$ cat src/rtl/cp0_exception_unit.sv
// CP0 exception/return controller: Status/Cause/EPC, exception redirect, eret and mtc0/mfc0.
// Optional Count/Compare timer is compiled in when CP0_TIMER_EN is defined.
module cp0_exception_unit #(
  parameter logic [31:0] HANDLER_ADDR = 32'h8000_0180,
  parameter int          NUM_IRQ      = 6
) (
  input  logic               i_clk,
  input  logic               i_rst,
  input  logic               i_valid,
  input  logic [31:0]        i_pc,
  input  logic               i_unknown_func,
  input  logic               i_arithmetic_overflow,
  input  logic               i_eret,
  input  logic [NUM_IRQ-1:0] i_irq,
  input  logic               i_cp0_we,
  input  logic [4:0]         i_cp0_addr,
  input  logic [31:0]        i_cp0_wdata,
  output logic [31:0]        o_cp0_rdata,
  output logic               o_exception,
  output logic               o_kill,
  output logic               o_redirect,
  output logic [31:0]        o_redirect_pc,
  output logic               o_exl
);

  localparam logic [4:0] ADDR_COUNT   = 5'd9;
  localparam logic [4:0] ADDR_COMPARE = 5'd11;
  localparam logic [4:0] ADDR_STATUS  = 5'd12;
  localparam logic [4:0] ADDR_CAUSE   = 5'd13;
  localparam logic [4:0] ADDR_EPC     = 5'd14;

  localparam logic [4:0] EXC_INT = 5'd0;
  localparam logic [4:0] EXC_RI  = 5'd10;
  localparam logic [4:0] EXC_OV  = 5'd12;

  typedef enum logic {RUN = 1'b0, HANDLER = 1'b1} state_t;

  state_t      r_state;
  logic [7:0]  r_im;
  logic        r_ie;
  logic [5:0]  r_ip_hw;
  logic [1:0]  r_ip_sw;
  logic [4:0]  r_exccode;
  logic [31:0] r_epc;

  logic        w_valid;
  logic        w_exl;
  logic        w_ri;
  logic        w_ov;
  logic        w_eret_ok;
  logic        w_int;
  logic        w_exc;
  logic        w_wr;
  logic [4:0]  w_code;
  logic [5:0]  w_ip_hw;
  logic [7:0]  w_ip;
  logic [5:0]  w_irq_ext;

`ifdef CP0_TIMER_EN
  logic [31:0] r_count;
  logic [31:0] r_compare;
  logic        r_timer_ip;
  assign w_ip_hw = {r_timer_ip, r_ip_hw[4:0]};
`else
  assign w_ip_hw = r_ip_hw;
`endif

  assign w_irq_ext = 6'(i_irq);
  assign w_exl     = (r_state == HANDLER);
  assign w_ip      = {w_ip_hw, r_ip_sw};
  // Reset suppresses every instruction event so outputs stay quiet while it is held.
  assign w_valid   = i_valid & ~i_rst;

  always_comb begin
    w_ri      = w_valid & (i_unknown_func | (i_eret & ~w_exl));
    w_ov      = w_valid & i_arithmetic_overflow & ~w_ri;
    w_eret_ok = w_valid & i_eret & w_exl & ~i_unknown_func & ~i_arithmetic_overflow;
    w_int     = w_valid & r_ie & ~w_exl & (|(w_ip & r_im)) & ~w_ri & ~w_ov & ~w_eret_ok;
    w_exc     = w_ri | w_ov | w_int;
    w_code    = w_ri ? EXC_RI : (w_ov ? EXC_OV : EXC_INT);
    w_wr      = w_valid & i_cp0_we & ~w_exc;
  end

  assign o_exception   = w_exc;
  assign o_kill        = w_exc;
  assign o_redirect    = w_exc | w_eret_ok;
  assign o_redirect_pc = w_exc ? HANDLER_ADDR : (w_eret_ok ? r_epc : 32'd0);
  assign o_exl         = w_exl;

  always_comb begin
    o_cp0_rdata = 32'd0;
    case (i_cp0_addr)
      ADDR_STATUS: o_cp0_rdata = {16'd0, r_im, 6'd0, w_exl, r_ie};
      ADDR_CAUSE:  o_cp0_rdata = {16'd0, w_ip, 1'b0, r_exccode, 2'b00};
      ADDR_EPC:    o_cp0_rdata = r_epc;
`ifdef CP0_TIMER_EN
      ADDR_COUNT:   o_cp0_rdata = r_count;
      ADDR_COMPARE: o_cp0_rdata = r_compare;
`endif
      default:     o_cp0_rdata = 32'd0;
    endcase
  end

  // EPC is captured only on entry from RUN so a nested fault keeps the original return point.
  always_ff @(posedge i_clk) begin
    if (i_rst) begin
      r_state   <= RUN;
      r_im      <= 8'd0;
      r_ie      <= 1'b0;
      r_ip_hw   <= 6'd0;
      r_ip_sw   <= 2'd0;
      r_exccode <= 5'd0;
      r_epc     <= 32'd0;
    end else begin
      r_ip_hw <= w_irq_ext;
      if (w_exc) begin
        r_exccode <= w_code;
        if (r_state == RUN) begin
          r_epc   <= i_pc;
          r_state <= HANDLER;
        end
      end else begin
        if (w_wr) begin
          case (i_cp0_addr)
            ADDR_STATUS: begin
              r_im    <= i_cp0_wdata[15:8];
              r_ie    <= i_cp0_wdata[0];
              r_state <= i_cp0_wdata[1] ? HANDLER : RUN;
            end
            ADDR_CAUSE: r_ip_sw <= i_cp0_wdata[9:8];
            ADDR_EPC:   r_epc   <= i_cp0_wdata;
            default: ;
          endcase
        end
        if (w_eret_ok) r_state <= RUN;
      end
    end
  end

`ifdef CP0_TIMER_EN
  // A Compare write acknowledges the timer interrupt, taking precedence over a fresh match.
  always_ff @(posedge i_clk) begin
    if (i_rst) begin
      r_count    <= 32'd0;
      r_compare  <= 32'd0;
      r_timer_ip <= 1'b0;
    end else begin
      if (w_wr && i_cp0_addr == ADDR_COUNT) r_count <= i_cp0_wdata;
      else                                  r_count <= r_count + 32'd1;
      if (w_wr && i_cp0_addr == ADDR_COMPARE) begin
        r_compare  <= i_cp0_wdata;
        r_timer_ip <= 1'b0;
      end else if (r_count == r_compare) begin
        r_timer_ip <= 1'b1;
      end
    end
  end
`endif

endmodule

$ cat config.mk
export PLATFORM = sky130hd
export DESIGN_NAME = cp0_exception_unit
export DESIGN_NICKNAME = d
export VERILOG_FILES = /design/src/rtl/cp0_exception_unit.sv
export SDC_FILE = /design/constraint.sdc
export NUM_CORES = 1
export LEC_CHECK = 0
export ABC_AREA = 1
export CAP_MARGIN = 10
export CORE_ASPECT_RATIO = 1.4
export CORE_UTILIZATION = 38
export CTS_CLUSTER_SIZE = 8
export DETAILED_ROUTE_END_ITERATION = 10
export PLACE_DENSITY_LB_ADDON = 0.05
export SKIP_CTS_REPAIR_TIMING = 1
export SYNTH_ARGS = -nofsm -noshare
export SYNTH_HDL_FRONTEND = slang
export SYNTH_SLANG_ARGS = --single-unit
$ cat constraint.sdc
create_clock -name i_clk -period 1.5 [get_ports i_clk]
set_input_delay 0.225 -clock i_clk [delete_from_list [all_inputs] [get_ports i_clk]]
set_output_delay 0.225 -clock i_clk [all_outputs]
set_load 0.02 [all_outputs]
# Word level (Yosys, flattened, before mapping)
# Cells that the tools add are included.
# classes
eq_ne	4
bitwise_logic	30
reduce_logical	9
n_mux	14
# op_table
op	n
$mux 32	6
$pmux 32 s3	1
$and 1x1->1	17
$eq 5x4->1 const B	3
$reduce_and 3->1	3
$and 8x8->8	1
$mux 4	2
$not 1->1	8
$reduce_or 8->1	1
$reduce_bool 3->1	2
$mux 1	5
$or 1x1->1	4
$reduce_bool 2->1	2
$ne 2x2->1 const B	1
$reduce_and 2->1	1
# totals
ff_bits	55
output_inout_bits	68
word_cells	64
input_bits	82

# Longest topological paths before layout
# Gate-level depths: netlist of the first run.
# depth
depth_word	15
mapped_depth	11
ltp_nobuf	11

# Worst setup path after synthesis of the first run
# OpenSTA, ideal clock, no wires.
# synth_timing
path_type	flip-flop to output port
startpoint	register r_state (netlist: o_exl)
endpoint	output port o_redirect_pc[8]
required_time_ns	1.275
t_arrival_ns	1.502
n_path_buf	1
path_slack_ns	-0.227
stages_incl_launch_ff	4
cell_sequence	dfxtp_1 -> nand4_1 -> clkbuf_1 -> o21ai_0
# synth_via
elab_chain_cells	11
word_cells_on_any_way	20
classes_between	mux: 2; bitwise: 18
# synth_lines
item	line	text
start: declaration	38	state_t r_state;
start signal: assignment	128	r_state <= i_cp0_wdata[1] ? HANDLER : RUN;
$not 1->1	n/a	
$and 1x1->1	75	w_ri = w_valid & (i_unknown_func | (i_eret & ~w_exl));
$or 1x1->1	75	
$and 1x1->1	75	
$not 1->1	76, 78	
$and 1x1->1	76	w_ov = w_valid & i_arithmetic_overflow & ~w_ri;
$not 1->1	78	w_int = w_valid & r_ie & ~w_exl & (|(w_ip & r_im)) & ~w_ri & ~w_ov & ~w_eret_ok;
$and 1x1->1 (2 in series)	78	
$or 1x1->1	79	w_exc = w_ri | w_ov | w_int;
$mux 32 (*)	87	assign o_redirect_pc = w_exc ? HANDLER_ADDR : (w_eret_ok ? r_epc : 32'd0);
end: declaration	22	output logic [31:0] o_redirect_pc,
# Mark *: on every way between the ends. The rest lies on a longest branch, timed or not.

# Final worst setup path of the first run
# layout_timing
startpoint	register r_ip_sw[1]
endpoint	output port o_redirect_pc[7]
# layout_via
elab_chain_cells	8
# layout_lines
item	line	text
start: declaration	42	logic [1:0] r_ip_sw;
start signal: assignment	130	ADDR_CAUSE: r_ip_sw <= i_cp0_wdata[9:8];
$and 8x8->8	78	
$reduce_or 8->1	78	
$and 1x1->1 (4 in series)	78	
$or 1x1->1	79	
$mux 32	87	
# Every way passes these cells.

==> metrics.md, run 1 <==
| Metric | Value |
|---|---|
| Critical Path Fanout Max | `4` |
| Latest clock arrival within the worst-skew pair | `300 ps` |
| Status | `complete, but fails checks` |
| Max-cap viol count | `0` |
| Hold Crit Class | `in2reg` |
| Combinational share of power | `0.255` |
| # diodes | `0` |
| GRT overflow | `0` |
| Total global-route track usage | `0.247` |
| CTS Buffer Depth | `2` |
| Int Pwr | `0.00274 W` |
| PortBufs | `149` |
| Final Net Count | `820` |
| Switching share of total power | `0.287` |
| P_sw | `0.00110 W` |
| DR vias | `4392` |
| Peak Freq | `561 MHz` |
| DRT iter0 DRCs | `225` |
| Final core occ | `0.798` |
| Crit path DAT | `1560 ps` |
| Final worst slack | `-284 ps` |
| Fill cells | `561` |
| Total power | `0.00384 W` |
| DIE WIDTH | `79.8 um` |
| Post-synthesis mux area share | `0` |
| Post-placement setup slack | `-901 ps` |
| Vias per cell | `5.22` |
| Yosys top cell area share | `0.330` |
| DRC violations left | `0` |
| Post-Syn Area | `0.00322 sq mm` |
| Area Overhead vs Synth | `103%` |
| H-Tree Depth | `2` |
| Max Transition Viols Final | `0` |
| Tightest Pin Transition | `497 ps` |
| Reg power frac | `0.394` |
| Clock tree from TritonCTS | `yes` |
| GP Congestion | `0.853` |
| Largest net degree at the start of global routing | `45` |
| Kind of critical path | `reg2out` |
| Sequential-to-total area share from yosys stat | `0.330` |
| Reg clk slew, reported paths | `70 ps` |
| Slew margin rel. | `0.668` |
| Tcrit/Tclk final | `1.19` |
| Routed len/inst | `17.4 um` |
| Synth area leader | `dfxtp_1` |
| Synth Area in Adders | `0` |
| Avg Inst Size Synth | `5.84 sq um` |
| Yosys reg bits | `53` |
| Die Ht | `111 um` |
| Vias in the first global route | `3737` |
| PD cells | `588 mW/mm^2` |
| Failing checks | `setup timing` |
| I/O pin count | `150` |
| Initial Utilization | `0.393` |
| Synthesized Nets | `633` |
| Clock Tree Root | `clkbuf_16` |
| Fraction of layout instances using a drive strength above 1 | `0.388` |
| Hold Vio Cnt, Final | `0` |
| HPWL Detailed | `7.83 mm` |
| Synth Area in Compound Gates | `0.0972` |
| Setup violation total in the final timing report | `109` |
| Yosys cell types | `23` |
| Crit path time final | `1780 ps` |
| Pleak | `3.08 nW` |
| Initial antenna violation count | `0` |
| Global-route wire length before repair | `17.2 mm` |
| Critical path endpoint category | `output port` |
| Top post-synthesis cells by area | `dfxtp_1 (33%), nand2_1 (18%), nor2_1 (14%)` |
| Post-route ant nets | `0` |
| WL final | `14.6 mm` |
| Worst vdd ir | `0.595 mV` |
| Die footprint | `0.00885 sq mm` |
| First-pass DRT Iterations | `5` |
| Post-Synth Simple-Gate Area | `0.447` |
| Post-Synth XOR/XNOR Area | `0` |
| Required time of the critical path | `1270 ps` |
| RSZ-0062 raised after global routing | `true` |
| Multi-input logic area | `0.00244 sq mm` |
| Sequential cell area | `0.00108 sq mm` |
| Core Area | `0.00820 sq mm` |
| Yosys warns | `0` |
| Final Skew | `10.6 ps` |
| CTS sink cnt | `53` |
| Startpoint Class | `flop` |
| Row cnt | `39` |
| Mapped Cells | `551` |
| Largest family of logic cells by synthesized area | `simple AND/OR/NAND/NOR gates` |
| Total CTS buffers | `5` |
| Clock share of power | `0.351` |
[final cells by class]
type | count | share of cell area
clock inverters | 2 | 0.00593
well taps | 102 | 0.0195
repair buffers | 217 | 0.381
clock buffers | 6 | 0.0197
inverters | 61 | 0.0367
flip-flops and latches | 53 | 0.165
multi-input cells | 400 | 0.373
[synthesized netlist by cell type]
library cell / instances
buf_4: 5
o22ai_1: 3
o221ai_1: 8
clkinv_1: 1
nand2_1: 152
a21oi_1: 35
dfxtp_1: 53
nand2_4: 1
nand4_4: 1
clkbuf_1: 14
o21ai_0: 5
inv_2: 3
nand4_1: 4
nand4_2: 1
nor2_1: 116
buf_2: 15
nand3_1: 69
buf_1: 3
nor3_1: 1
nand2_2: 2
o21ai_4: 1
o31ai_1: 1
inv_1: 57
[state kept, by name, summed over array words and instances, names as in the netlist]
signal	flops
r_ie	1
r_ip_sw	2
r_epc	32
o_exl	1
r_ip_hw	6
r_exccode	3
r_im	8
[worst max-delay path, stage by stage (launching register included)]
cell and delay [ps]:
dfxtp_2 350, nand2_1 60, nand2_1 70, nor2_1 40, nand2_1 70, nand2_2 100
nand2_4 120, clkinvlp_4 170, o21ai_1 120, buf_4 150
[cell usage in the layout (no fill, tap or decap), types with 18 or more instances in the layout]
cell	instances
inv_1	54
buf_4	42
nor2_4	41
buf_6	63
dfxtp_1	42
nand3_1	51
nor2_1	61
clkdlybuf4s50_1	71
a21oi_2	18
nand2_1	141
[power by group through the flow]
stage	sequential [W]	clock, W	combinational (W)
detailed placement	0.00154	0	0.000780
global placement	0.00154	0	0.000768
CTS	0.00151	0.00134	0.000785
finish	0.00152	0.00135	0.000980
floorplan	0.00154	0	0.000409
global route	0.00152	0.00143	0.00105
[cells by family (layout without fill, tap and decap cells)]
| kind of cell | after synthesis | after routing |
|---|---|---|
| buffers and inverters | 98 | 286 |
| flip-flops | 53 | 53 |
| AND/OR/NAND/NOR | 347 | 347 |
| AO/OA/AOI/OAI | 53 | 53 |
[stage by stage]
stage	hold slack, ps	cell area (sq um)	setup TNS, ps	cells
finish	394	6540	-14850	841
detailed placement	458	5070	-77650	802
floorplan	332	3320	-1850	551
CTS	435	5240	-64400	810
global route	385	6540	-20490	841
global placement	452	5070	-77570	802
[per-layer routing]
metal  track usage  part of all wire  vias up
met4        0.0905             0.029        0
met1         0.272              0.36     2050
met2         0.464              0.55      203
li1              -                 -     2103
met3        0.0362             0.057       36
met5             0                 0        -
[path summary, 6_finish.rpt]
path / end / slack [ps] / depth (start not counted) / startpoint
worst min-delay path: r_ip_hw[2]$_SDFF_PP0_ / 390 / 3 / i_rst
worst max-delay path: o_redirect_pc[7] / -280 / 9 / r_ip_sw[1]$_SDFFE_PP0P_
worst max register to register: r_epc[25]$_SDFFE_PP0P_ / -280 / 12 / r_ip_sw[1]$_SDFFE_PP0P_
worst min register to register: r_exccode[3]$_SDFFE_PP0P_ / 480 / 2 / r_exccode[3]$_SDFFE_PP0P_
Power figures use the tool's default switching activity.
==> inputs of run 2 (changes only) <==
--- a/config.mk
+++ b/config.mk
@@ -14,4 +14,5 @@
 export PLACE_DENSITY_LB_ADDON = 0.05
 export SKIP_CTS_REPAIR_TIMING = 1
+export SLEW_MARGIN = 20
 export SYNTH_ARGS = -nofsm -noshare
 export SYNTH_HDL_FRONTEND = slang
==> constraint.sdc (replaced) <==
create_clock -name i_clk -period 1.5 [get_ports i_clk]
set_input_delay 0.225 -clock i_clk [delete_from_list [all_inputs] [get_ports i_clk]]
set_output_delay 0.225 -clock i_clk [all_outputs]
set_load 0.1 [all_outputs]
==> run 2 against run 1 <==
Effect of this change:
- the flow still finishes with violations (setup timing)
- sequential share of layout area down 2.4 points
- die area unchanged
- first-iteration DRC count grew 140%
- hold slack worse by 62 ps
- maximum frequency down 6.2%
- clock skew rose by 1.0 ps
- critical path type is now reg2reg
- largest cell class unchanged
==> metrics.md, run 2 (synthesis gave the netlist of run 1 again) <==
| Metric | Value |
|---|---|
| Tcrit/Tclk final | `1.27 (was 1.19)` |
| DRT iter0 DRCs | `529 (was 225)` |
| Vias per cell | `5.87 (was 5.22)` |
| Core Area | `0.00820 sq mm (unchanged)` |
| Slew margin rel. | `0.633 (was 0.668)` |
| Final Skew | `11.6 ps (was 10.6 ps)` |
| Hold Vio Cnt, Final | `0 (unchanged)` |
| Final Net Count | `839 (was 820)` |
| Total global-route track usage | `0.274 (was 0.247)` |
| GP Congestion | `0.864 (was 0.853)` |
| GRT overflow | `0 (unchanged)` |
| Pleak | `3.38 nW (was 3.08 nW)` |
| Critical Path Fanout Max | `7 (was 4)` |
| Hold Slack | `332 ps (was 394 ps)` |
| PD cells | `540 mW/mm^2 (was 588 mW/mm^2)` |
| Latest clock arrival within the worst-skew pair | `310 ps (was 300 ps)` |
| Tightest Pin Transition | `550 ps (was 497 ps)` |
| Initial Utilization | `0.393 (unchanged)` |
| Peak Freq | `526 MHz (was 561 MHz)` |
| Total CTS buffers | `5 (unchanged)` |
| Row cnt | `39 (unchanged)` |
| DR vias | `5051 (was 4392)` |
| Initial antenna violation count | `0 (unchanged)` |
| HPWL Detailed | `8.91 mm (was 7.83 mm)` |
| Largest net degree at the start of global routing | `44 (was 45)` |
| Max Transition Viols Final | `0 (unchanged)` |
| Cells along the critical path | `buf_4, nor3_4, nand2_4, buf_4, buf_4, buf_4, buf_4, nand3_1, nand2_1, a21oi_1, nor2_1 (was nand2_1, nand2_1, nor2_1, nand2_1, nand2_2, nand2_4, clkinvlp_4, o21ai_1, buf_4)` |
| Startpoint Class | `flop (unchanged)` |
| I/O pin count | `150 (unchanged)` |
| Final worst slack | `-403 ps (was -284 ps)` |
| Critical path endpoint category | `flop (was output port)` |
| DRC violations left | `0 (unchanged)` |
| Fraction of layout instances using a drive strength above 1 | `0.418 (was 0.388)` |
| # diodes | `0 (unchanged)` |
| Most frequent CP cell | `buf_4 (was nand2_1)` |
| H-Tree Depth | `2 (unchanged)` |
| Max reg flops | `32 (unchanged)` |
| Die footprint | `0.00885 sq mm (unchanged)` |
| Area Overhead vs Synth | `137% (was 103%)` |
| Failing checks | `setup timing (unchanged)` |
| Setup violation total in the final timing report | `110 (was 109)` |
| Max-cap viol count | `0 (unchanged)` |
| Fill cells | `280 (was 561)` |
| RSZ-0062 raised after global routing | `true (unchanged)` |
| Crit path DAT | `2100 ps (was 1560 ps)` |
| Reg clk slew, reported paths | `80 ps (was 70 ps)` |
| Post-route ant nets | `0 (unchanged)` |
| Clock Tree Root | `clkbuf_16 (unchanged)` |
| Biggest register | `r_epc (unchanged)` |
| Global-route wire length before repair | `19.0 mm (was 17.2 mm)` |
| Vias in the first global route | `4076 (was 3737)` |
| First-pass DRT Iterations | `6 (was 5)` |
| Routed len/inst | `21.9 um (was 17.4 um)` |
| CP delay by family, top | `buffers and inverters (was simple AND/OR/NAND/NOR gates)` |
| Crit path time final | `1900 ps (was 1780 ps)` |
| WL final | `18.8 mm (was 14.6 mm)` |
| Commonest non-fill, non-tap cell in the layout | `nand2_1 (unchanged)` |
| Required time of the critical path | `1700 ps (was 1270 ps)` |
| Status | `complete, but fails checks (unchanged)` |
| DIE WIDTH | `79.8 um (unchanged)` |
| CTS Buffer Depth | `2 (unchanged)` |
| Critical Path Max Stage Delay | `370 ps (was 350 ps)` |
| Most frequent cells in the layout | `nand2_1 (138), buf_12 (83), clkdlybuf4s50_1 (71) (was nand2_1 (141), clkdlybuf4s50_1 (71), buf_6 (63))` |
| Hold Crit Class | `in2reg (unchanged)` |
| PortBufs | `149 (unchanged)` |
| CTS sink cnt | `53 (unchanged)` |
| Placed cell count | `814 (was 802)` |
| Crit-path slowest cell | `dfxtp_4 (was dfxtp_2)` |
| Largest registers | `r_epc (32), r_im (8), r_ip_hw (6) (unchanged)` |
| Setup TNS | `-27150 ps (was -14850 ps)` |
| Die Ht | `111 um (unchanged)` |
| Post-placement setup slack | `-573 ps (was -901 ps)` |
| Clock tree from TritonCTS | `yes (unchanged)` |
| Non-Filler Instances | `860 (was 841)` |
| Kind of critical path | `reg2reg (was reg2out)` |
| Worst vdd ir | `0.667 mV (was 0.595 mV)` |
| Bufs and invs on worst path | `5 (was 2)` |
-- run 2: changes by cell type in the layout (fill, tap and decap cells not counted), moves of 4 or more --
cell      before  now
nand3_1       51   43
o21ai_4        2    6
nor2_4        41   51
buf_12        14   83
buf_6         63   13
nor2_2        14    3
nand3_4        1    6
o221ai_2       7    0
o221ai_4       0    8
-- run 2: worst min-delay path: cells and delay by family --
| kind | cells | cell delay, ps |
|---|---|---|
| buffers and inverters | 1 | 190 |
| and+or+nand+nor | 1 | 110 |
| AOI/OAI and AO/OA | 1 | 70 |
-- run 2: layout make-up --
class / instances / area, sq um / area share
timing repair buffer: 235 / 3270 / 0.430
inverter: 61 / 249 / 0.0327
timing repair inverter: 1 / 11.3 / 0.00148
clock inverter: 3 / 23.8 / 0.00312
clock buffer: 5 / 125 / 0.0164
sequential: 53 / 1070 / 0.141
tap: 102 / 128 / 0.0168
multi-input combinational: 400 / 2730 / 0.359
-- run 2: path summary, 6_finish.rpt --
path | from | end | slack [ps] | depth (start not counted)
setup / recovery | o_exl$_SDFFE_PP0P_ | r_epc[22]$_SDFFE_PP0P_ | -400 | 11
hold reg to reg | r_exccode[3]$_SDFFE_PP0P_ | r_exccode[3]$_SDFFE_PP0P_ | 480 | 2
hold / removal | i_arithmetic_overflow | r_exccode[2]$_SDFFE_PP0P_ | 330 | 3
setup reg to reg | o_exl$_SDFFE_PP0P_ | r_epc[22]$_SDFFE_PP0P_ | -400 | 11
-- run 2: report_power, final --
| group | switching [W] | internal [W] | total, W |
|---|---|---|---|
| combinational | 0.000769 | 0.000569 | 0.00134 |
| sequential | 0.0000366 | 0.00149 | 0.00153 |
| clock | 0.000615 | 0.000632 | 0.00125 |
-- run 2: through the flow --
step                      power, W  cell area [sq um]   util
final                      0.00411               7610  0.929
after CTS                  0.00377               6660  0.812
after global routing       0.00423               7610  0.929
after global placement     0.00255               6510  0.794
after detailed placement   0.00257               6510  0.794
after floorplan            0.00215               4000      -
-- run 2: layer usage --
| layer | global-route usage | up-vias | part of all wire |
|---|---|---|---|
| met4 | 0.123 | 0 | 0.078 |
| met2 | 0.492 | 428 | 0.50 |
| met3 | 0.0362 | 144 | 0.097 |
| met1 | 0.313 | 2333 | 0.33 |
| li1 | - | 2146 | - |
| met5 | 0 | - | 0 |
==> inputs of run 3 (changes only) <==
- CORE_MARGIN: default -> 2
==> run 3 against run 2 <==
Effect of this change:
- the run still ends with setup timing left
- hold slack better by 53 ps
- sequential power about the same
- cell area decreased by 5.1%
- via count shrank 11%
- global-route usage is 0.98 points lower
- cell count fell by 2.1%
- clock skew down 8.9 ps
- total power shrank 5.1%
- combinational power shrank 13%
- core utilization down 4.7 points
- maximum frequency grew 0.47%
- die area rose by 4.4%
==> metrics.md, run 3 (synthesis gave the netlist of run 1 again) <==
| Metric | Value |
|---|---|
| Status | `complete, but fails checks (unchanged)` |
| Failing checks | `setup timing (unchanged)` |
| Die footprint | `0.00923 sq mm (was 0.00885 sq mm)` |
| Clock tree from TritonCTS | `yes (unchanged)` |
| GP Congestion | `0.872 (was 0.864)` |
| Most frequent CP cell | `buf_6 (was buf_4)` |
| H-Tree Depth | `2 (unchanged)` |
| DRT iter0 DRCs | `197 (was 529)` |
| Pleak | `3.15 nW (was 3.38 nW)` |
| Initial Utilization | `0.393 (unchanged)` |
| Worst vdd ir | `0.622 mV (was 0.667 mV)` |
| Max reg flops | `32 (unchanged)` |
| Reg clk slew, reported paths | `70 ps (was 80 ps)` |
| Final Net Count | `821 (was 839)` |
| Setup violation total in the final timing report | `108 (was 110)` |
| Register-to-Register Path Depth | `10 (was 11)` |
| Critical Path Fanout Max | `8 (was 7)` |
| Cells along the critical path | `buf_6, nand4_1, buf_6, buf_16, nor2_4, buf_12 (was buf_4, nor3_4, nand2_4, buf_4, buf_4, buf_4, buf_4, nand3_1, nand2_1, a21oi_1, nor2_1)` |
| I/O pin count | `150 (unchanged)` |
| Critical path endpoint category | `output port (was flop)` |
| Hold path cells | `3 (unchanged)` |
| Final Skew | `2.73 ps (was 11.6 ps)` |
| Total CTS buffers | `5 (unchanged)` |
| Core Area | `0.00820 sq mm (unchanged)` |
| Clock Tree Root | `clkbuf_16 (unchanged)` |
| Most frequent cells in the layout | `nand2_1 (129), buf_12 (80), clkdlybuf4s50_1 (71) (was nand2_1 (138), buf_12 (83), clkdlybuf4s50_1 (71))` |
| Biggest register | `r_epc (unchanged)` |
| PD cells | `540 mW/mm^2 (about the same)` |
| Slew margin rel. | `0.657 (was 0.633)` |
| DIE WIDTH | `81.8 um (was 79.8 um)` |
| Fraction of layout instances using a drive strength above 1 | `0.393 (was 0.418)` |
| # diodes | `0 (unchanged)` |
| Placed cell count | `811 (was 814)` |
| Final worst slack | `-394 ps (was -403 ps)` |
| Largest net degree at the start of global routing | `44 (unchanged)` |
| Critical Path Max Stage Delay | `370 ps (about the same)` |
| Non-Filler Instances | `842 (was 860)` |
| Area Overhead vs Synth | `124% (was 137%)` |
| Vias in the first global route | `3966 (was 4076)` |
| Largest registers | `r_epc (32), r_im (8), r_ip_hw (6) (unchanged)` |
| Kind of critical path | `reg2out (was reg2reg)` |
| Hold Vio Cnt, Final | `0 (unchanged)` |
| CTS Buffer Depth | `2 (unchanged)` |
| Global-route wire length before repair | `19.1 mm (was 19.0 mm)` |
| Tightest Pin Transition | `515 ps (was 550 ps)` |
| Post-route ant nets | `0 (unchanged)` |
| Required time of the critical path | `1270 ps (was 1700 ps)` |
| CTS sink cnt | `53 (unchanged)` |
| WL final | `14.5 mm (was 18.8 mm)` |
| Latest clock arrival within the worst-skew pair | `300 ps (was 310 ps)` |
| Hold Crit Class | `in2reg (unchanged)` |
| Tcrit/Tclk final | `1.26 (was 1.27)` |
| Startpoint Class | `flop (unchanged)` |
| Max Transition Viols Final | `0 (unchanged)` |
| Max-cap viol count | `0 (unchanged)` |
| HPWL Detailed | `9.14 mm (was 8.91 mm)` |
| PortBufs | `149 (unchanged)` |
| Setup TNS | `-22800 ps (was -27150 ps)` |
| Crit path time final | `1890 ps (was 1900 ps)` |
| GRT overflow | `0 (unchanged)` |
| Die Ht | `113 um (was 111 um)` |
| First-pass DRT Iterations | `5 (was 6)` |
| Row cnt | `39 (unchanged)` |
| Total global-route track usage | `0.264 (was 0.274)` |
| DR vias | `4496 (was 5051)` |
| Crit-path slowest cell | `dfxtp_4 (unchanged)` |
| RSZ-0062 raised after global routing | `true (unchanged)` |
| Crit path DAT | `1670 ps (was 2100 ps)` |
| Vias per cell | `5.34 (was 5.87)` |
| Initial antenna violation count | `0 (unchanged)` |
| Peak Freq | `528 MHz (was 526 MHz)` |
| DRC violations left | `0 (unchanged)` |
| Routed len/inst | `17.3 um (was 21.9 um)` |
| Commonest non-fill, non-tap cell in the layout | `nand2_1 (unchanged)` |
run 3: cell types whose count changed in the layout (fill, tap and decap cells not counted), moves of 3 or more:
cell       delta
dfxtp_1       +3
clkbuf_16     -7
nand3_4       -4
nand2_1       -9
buf_8         -4
buf_4        -12
dfxtp_2       -3
nand2_2       +8
nand3_2      -11
buf_6         +7
nand3_1      +15
buf_12        -3
run 3: metal layers:
metal / track usage / vias up / part of all wire
met1: 0.281 / 2119 / 0.34
met4: 0.113 / 0 / 0.045
li1: - / 2106 / -
met5: 0 / - / 0
met3: 0.0638 / 59 / 0.071
met2: 0.480 / 212 / 0.55
run 3: power by group:
group,total [W],switching [W],leakage [nW],internal (W)
clock,0.00123,0.000592,0.0723,0.000633
combinational,0.00116,0.000653,2.65,0.000503
sequential,0.00152,0.0000308,0.438,0.00149
total,0.00390,0.00128,3.15,0.00262
run 3: path summary, 6_finish.rpt:
check                                                from                   endpoint  slack [ps]
worst max register to register         o_exl$_SDFFE_PP0P_      r_epc[1]$_SDFFE_PP0P_        -220
worst max-delay path                   o_exl$_SDFFE_PP0P_          o_redirect_pc[24]        -390
worst min-delay path                i_arithmetic_overflow  r_exccode[2]$_SDFFE_PP0P_         380
worst min register to register  r_exccode[2]$_SDFFE_PP0P_  r_exccode[2]$_SDFFE_PP0P_         520
run 3: final cells by class:
| class | count | area, sq um |
|---|---|---|
| clock buffer | 5 | 125 |
| clock inverter | 3 | 25.0 |
| fill | 400 | 975 |
| inverter | 61 | 249 |
| multi-input combinational | 400 | 2620 |
| sequential | 53 | 1070 |
| tap | 102 | 128 |
| timing repair buffer | 218 | 3010 |
run 3: critical path: cells and delay by family, from the launching register on:
family	cells	cell delay, ps
flops	1	370
buf+inv	4	650
simple gates	2	340
run 3: metrics by stage:
stage	hold slack, ps	utilization	setup WS (ps)	total power [W]	instance area (sq um)
global placement	453	0.788	-577	0.00255	6460
global route	389	0.881	-461	0.00404	7220
CTS	434	0.806	-596	0.00377	6610
finish	384	0.881	-394	0.00390	7220
detailed placement	454	0.788	-598	0.00258	6460
floorplan	332	-	-596	0.00215	4000
